[src/rtl/elc3_pkg.sv]
// Shared types and constants for the eLC-3 memory/IO controller.
package elc3_pkg;

  typedef enum logic [1:0] {
    StIdle,
    StMem,
    StIo,
    StDone
  } mio_state_t;

  localparam logic [15:0] DefaultIoBase = 16'hFE00;

  // R_W encodings as driven by the control unit
  localparam logic RwRead  = 1'b0;
  localparam logic RwWrite = 1'b1;

endpackage

[src/rtl/elc3_io_regs.sv]
// Memory-mapped IO channel bank: output registers, input read mux and access strobes.
module elc3_io_regs #(
  parameter int unsigned ADDR_W = 16,
  parameter int unsigned DATA_W = 16,
  parameter int unsigned N_IO   = 4
) (
  input  logic                     clk_i,
  input  logic                     rst_ni,
  input  logic                     wr_en_i,
  input  logic                     rd_en_i,
  input  logic [ADDR_W-1:0]        sel_i,
  input  logic [DATA_W-1:0]        wdata_i,
  input  logic [N_IO*DATA_W-1:0]   io_in_i,
  output logic [DATA_W-1:0]        rdata_o,
  output logic [N_IO*DATA_W-1:0]   io_out_o,
  output logic [N_IO-1:0]          io_wr_stb_o,
  output logic [N_IO-1:0]          io_rd_stb_o
);

  logic [N_IO-1:0] onehot;

  // Full-width compare: offsets at or beyond N_IO select nothing and read back as zero.
  always_comb begin
    onehot  = '0;
    rdata_o = '0;
    for (int unsigned i = 0; i < N_IO; i++) begin
      if (sel_i == ADDR_W'(i)) begin
        onehot[i] = 1'b1;
        rdata_o   = io_in_i[i*DATA_W +: DATA_W];
      end
    end
  end

  always_ff @(posedge clk_i or negedge rst_ni) begin
    if (!rst_ni) begin
      io_out_o    <= '0;
      io_wr_stb_o <= '0;
      io_rd_stb_o <= '0;
    end else begin
      io_wr_stb_o <= onehot & {N_IO{wr_en_i}};
      io_rd_stb_o <= onehot & {N_IO{rd_en_i}};
      for (int unsigned i = 0; i < N_IO; i++) begin
        if (wr_en_i && onehot[i]) begin
          io_out_o[i*DATA_W +: DATA_W] <= wdata_i;
        end
      end
    end
  end

endmodule

[src/rtl/elc3_mem_io_ctrl.sv]
// Memory/IO controller for the eLC-3: decodes each MIO_EN cycle to wait-stated RAM or an IO
// channel and ends every accepted request with a one-cycle R pulse.
module elc3_mem_io_ctrl
  import elc3_pkg::*;
#(
  parameter int unsigned       ADDR_W   = 16,
  parameter int unsigned       DATA_W   = 16,
  parameter int unsigned       N_IO     = 4,
  parameter logic [ADDR_W-1:0] IO_BASE  = ADDR_W'(DefaultIoBase),
  parameter int unsigned       MEM_WAIT = 2
) (
  input  logic                   Clk,
  input  logic                   Reset_n,
  input  logic                   MIO_EN,
  input  logic                   R_W,
  input  logic [ADDR_W-1:0]      Addr,
  input  logic [DATA_W-1:0]      WrData,
  output logic [DATA_W-1:0]      RdData,
  output logic                   R,
  output logic                   mem_ce,
  output logic                   mem_we,
  output logic [ADDR_W-1:0]      mem_addr,
  output logic [DATA_W-1:0]      mem_wdata,
  input  logic [DATA_W-1:0]      mem_rdata,
  input  logic [N_IO*DATA_W-1:0] io_in,
  output logic [N_IO*DATA_W-1:0] io_out,
  output logic [N_IO-1:0]        io_wr_stb,
  output logic [N_IO-1:0]        io_rd_stb
);

  localparam int unsigned CntW = (MEM_WAIT > 0) ? $clog2(MEM_WAIT + 1) : 1;

  mio_state_t        state_q;
  logic [CntW-1:0]   cnt_q;
  logic              rw_q;
  logic [ADDR_W-1:0] io_sel;
  logic [DATA_W-1:0] io_rdata;
  logic              io_wr_en;
  logic              io_rd_en;

  // Only reached from an address at or above IO_BASE, so the offset never wraps.
  assign io_sel   = mem_addr - IO_BASE;
  assign io_wr_en = (state_q == StIo) && (rw_q == RwWrite);
  assign io_rd_en = (state_q == StIo) && (rw_q == RwRead);

  always_ff @(posedge Clk or negedge Reset_n) begin
    if (!Reset_n) begin
      state_q   <= StIdle;
      cnt_q     <= '0;
      rw_q      <= RwRead;
      mem_addr  <= '0;
      mem_wdata <= '0;
      mem_ce    <= 1'b0;
      mem_we    <= 1'b0;
      R         <= 1'b0;
      RdData    <= '0;
    end else begin
      R <= 1'b0;
      unique case (state_q)
        StIdle: begin
          if (MIO_EN) begin
            rw_q      <= R_W;
            mem_addr  <= Addr;
            mem_wdata <= WrData;
            if (Addr < IO_BASE) begin
              state_q <= StMem;
              cnt_q   <= CntW'(MEM_WAIT);
              mem_ce  <= 1'b1;
              mem_we  <= R_W;
            end else begin
              state_q <= StIo;
            end
          end
        end
        StMem: begin
          if (cnt_q == '0) begin
            // RAM data is sampled on the last edge of the access, while mem_ce is still high
            if (rw_q == RwRead) RdData <= mem_rdata;
            mem_ce  <= 1'b0;
            mem_we  <= 1'b0;
            R       <= 1'b1;
            state_q <= StDone;
          end else begin
            cnt_q <= cnt_q - 1'b1;
          end
        end
        StIo: begin
          if (rw_q == RwRead) RdData <= io_rdata;
          R       <= 1'b1;
          state_q <= StDone;
        end
        StDone: state_q <= StIdle;
        default: state_q <= StIdle;
      endcase
    end
  end

  elc3_io_regs #(
    .ADDR_W (ADDR_W),
    .DATA_W (DATA_W),
    .N_IO   (N_IO)
  ) u_io_regs (
    .clk_i       (Clk),
    .rst_ni      (Reset_n),
    .wr_en_i     (io_wr_en),
    .rd_en_i     (io_rd_en),
    .sel_i       (io_sel),
    .wdata_i     (mem_wdata),
    .io_in_i     (io_in),
    .rdata_o     (io_rdata),
    .io_out_o    (io_out),
    .io_wr_stb_o (io_wr_stb),
    .io_rd_stb_o (io_rd_stb)
  );

endmodule

[config.mk]
export PLATFORM = sky130hd
export DESIGN_NAME = elc3_mem_io_ctrl
export DESIGN_NICKNAME = d
export VERILOG_FILES = /design/src/rtl/elc3_pkg.sv /design/src/rtl/elc3_io_regs.sv /design/src/rtl/elc3_mem_io_ctrl.sv
export SDC_FILE = /design/constraint.sdc
export NUM_CORES = 1
export LEC_CHECK = 0
export CORE_UTILIZATION = 43
export DETAILED_ROUTE_END_ITERATION = 10
export PLACE_DENSITY = 0.9
export SETUP_SLACK_MARGIN = 0.2
export SYNTH_ARGS = -nofsm -noshare
export SYNTH_HDL_FRONTEND = slang
export SYNTH_SLANG_ARGS = --single-unit
[constraint.sdc]
create_clock -name Clk -period 3.25 [get_ports Clk]
set_clock_uncertainty 0.1 [all_clocks]
set_input_delay 0.325 -clock Clk [delete_from_list [all_inputs] [get_ports Clk]]
set_output_delay 0.325 -clock Clk [all_outputs]
set_load 0.03 [all_outputs]
==> impl_metrics.ini <==
[setup_path]
path_cells = ha_1 -> nor4b_2 -> and3_1 -> nand3_2 -> or4_4 -> mux2_4
worstPathArrival_ps = 3100
required_ps = 3450
path_class = reg2reg
cp_max_fo = 16
max_stage_delay_ps = 750
endpoint_kind = flip-flop
regToRegEndpoint = u_io_regs.io_out_o[12]
critical-path-top-delay-family = simple AND/OR/NAND/NOR gates
slowest_stage = or4_4
start_kind = flip-flop
reg2reg_setup_slack_ps = 350
rr_startpoint = mem_addr[10]
crit_buf_inv = 0
r2r_cells = 6

[sta]
setup_viol = 0
tightest_slew_ps = 664
hold_viol = 0
fmax_mhz = 345
rsz0062_at_grt = false
post-route-period-util_pct = 89.2
maxSlewHeadroom_pct = 55.8
finalSetupTns_ps = 0
holdWs_ps = 347
setup_slack_ps = 350
fin_crit_ps = 2900
finalMaxSlewViolations = 0

[yosys]
synthMuxAreaShare_pct = 23.5
synth_edf_count = 0
yosysTopAreaCell = dfrtp_1
synth_ff_type = dfrtp_1
ys_seq_area_share_pct = 56.5
syn-num-nets = 547
synth_top_family_by_area = multiplexers
synth.avg_cell_area_um2 = 13.3
yosys.area_share.simple_pct = 7.24
synth_cell_types = 40
synth_compound_gate_area_share_pct = 9.16
async_reset_ff_share_pct = 100
synth_fa_ha_area_share_pct = 1.10
synth.ff_latch_count = 128
synth_most_common_cell = dfrtp_1
synthTopCellsByCount = dfrtp_1 (128), mux2_2 (101), nand2_1 (22), nor2_1 (19), a21oi_1 (18)
yosysWarnings = 0
synthTopCellsByArea = dfrtp_1 (56%), mux2_2 (20%), a222oi_1 (2.6%), mux2_4 (2.6%), o221ai_1 (2.5%)
syn-cell-area_um2 = 5670
synthCells = 426
synth_top_cell_area_share_pct = 56.5
synth-xor-area-share_pct = 0

[grt]
grt_pass1_wl_mm = 26.1
grt_max_degree = 88
grtUsageTotal_pct = 25.7
grt-ovfl-total = 0
grt_pass1_vias = 5107
antenna_found_initial = 0

[detailed_routing]
vias_per_cell = 5.55
firstDrtPassIters = 8
wl_per_cell_um = 20.2
drt-total-wl_mm = 17.2
ant_nets = 0
drc = 0
num_vias = 4731
drtIter0Drc = 400

[cells_and_area]
antennaDiodeCount = 0
layout.cells.non_filler = 852
drive_gt1_share_pct = 23.7
nets = 788
syn2layout_area_growth_pct = 56.6

[floorplanning]
core_um2 = 12700
fp.dieW_um = 117
start_util_pct = 44.6
rows = 41
dieArea_um2 = 13700
die_h_um = 117
ios = 239

[placed_design]
gp_congestion = 0.769
place_inst = 819
dp_slack_ps = 355
port_buffers = 238
dp_hpwl_mm = 12.0

[power_and_ir_drop]
p_leak_nw = 3.87
powerDensity_nw_per_um2 = 828
p_total_w = 0.00735
ir_drop_mv = 0.427

[clocking]
numClockSinks = 128
htree_levels = 4
clockRootBuffer = clkbuf_16
clockBufferDepth = 2
cts_setup_buffers = 0
cts_buffers = 17
clk_transition_reported_paths_ps = 60
clk_latency_ps = 410
cts_tree = built

[job]
maxCapViolCount = 0

[status]
run_status = completed

[worst_hold_path]
hp-class = in2async
==> layout make-up <==
type                            instances  area (um2)
Clock buffer                           23         468
Clock inverter                          9         155
Fill cell                             866        3840
Inverter                                6        22.5
Multi-Input combinational cell        266        2350
Sequential cell                       128        3200
Tap cell                              172         215
Timing Repair Buffer                  248        2470
==> worst max path at each step <==
stage	startpoint	end	slack (ps)	cells after the start
final	mem_addr[10]	u_io_regs.io_out_o[12]	350	6
after global routing	mem_addr[10]	u_io_regs.io_out_o[12]	210	6
after CTS	mem_addr[10]	u_io_regs.io_out_o[53]	300	6
after detailed placement	mem_addr[10]	u_io_regs.io_out_o[52]	360	6
after global placement	mem_addr[9]	u_io_regs.io_out_o[40]	500	6
after floorplan	mem_addr[10]	u_io_regs.io_out_o[0]	610	8
==> stage by stage <==
step,util (%),instance area (um2)
after floorplan,-,5670
after global placement,64.8,8240
after detailed placement,64.8,8240
after CTS,69.7,8870
after global routing,69.8,8880
final,69.8,8880
==> layout by cell type (no fill, tap or decap), drive strengths merged, types with 6 or more instances in the layout <==
master / Yosys / routed
clkdlybuf4s50: 0 / 237
dfrtp: 128 / 128
mux2: 113 / 113
clkbuf: 14 / 23
nand2: 22 / 22
nor2: 19 / 19
a21oi: 18 / 18
o221ai: 16 / 16
a222oi: 15 / 15
nor3: 11 / 11
buf: 12 / 10
inv: 6 / 7
nor2b: 6 / 6
==> metal layers <==
layer,vias up,global-route usage [%],part of all wire (%)
met1,2376,27.8,37
li1,2076,-,-
met4,0,12.8,2.4
met2,247,45.8,53
met3,32,7.98,8.3
met5,-,0,0
==> power breakdown <==
group	total (W)	switching (W)	internal, W
sequential	0.00236	0.000403	0.00196
combinational	0.00297	0.00163	0.00135
clock	0.00201	0.000688	0.00133
==> cells by family (layout without fill, tap and decap cells) <==
| logic type | after synthesis | after routing |
|---|---|---|
| AO/OA/AOI/OAI | 69 | 69 |
| adder cells (fa/ha/maj) | 5 | 5 |
| buffers and inverters | 32 | 286 |
| flip-flops | 128 | 128 |
| multiplexers | 115 | 115 |
| AND/OR/NAND/NOR | 77 | 77 |
==> sequential cells by signal, summed over array words and instances, names as in the netlist <==
name	count
u_io_regs.io_out_o	64
RdData	16
mem_addr	16
mem_wdata	16
u_io_regs.io_rd_stb_o	4
u_io_regs.io_wr_stb_o	4
cnt_q	2
state_q	2
R	1
mem_ce	1
mem_we	1
rw_q	1
==> what timing repair did <==
item / CTS / global route
hold buffers: 1 / 0
endpoints found under the setup margin: 0 / 32
resized for setup: 0 / 4
endpoints found under the hold margin: 41 / 0
Power figures use the tool's default switching activity.
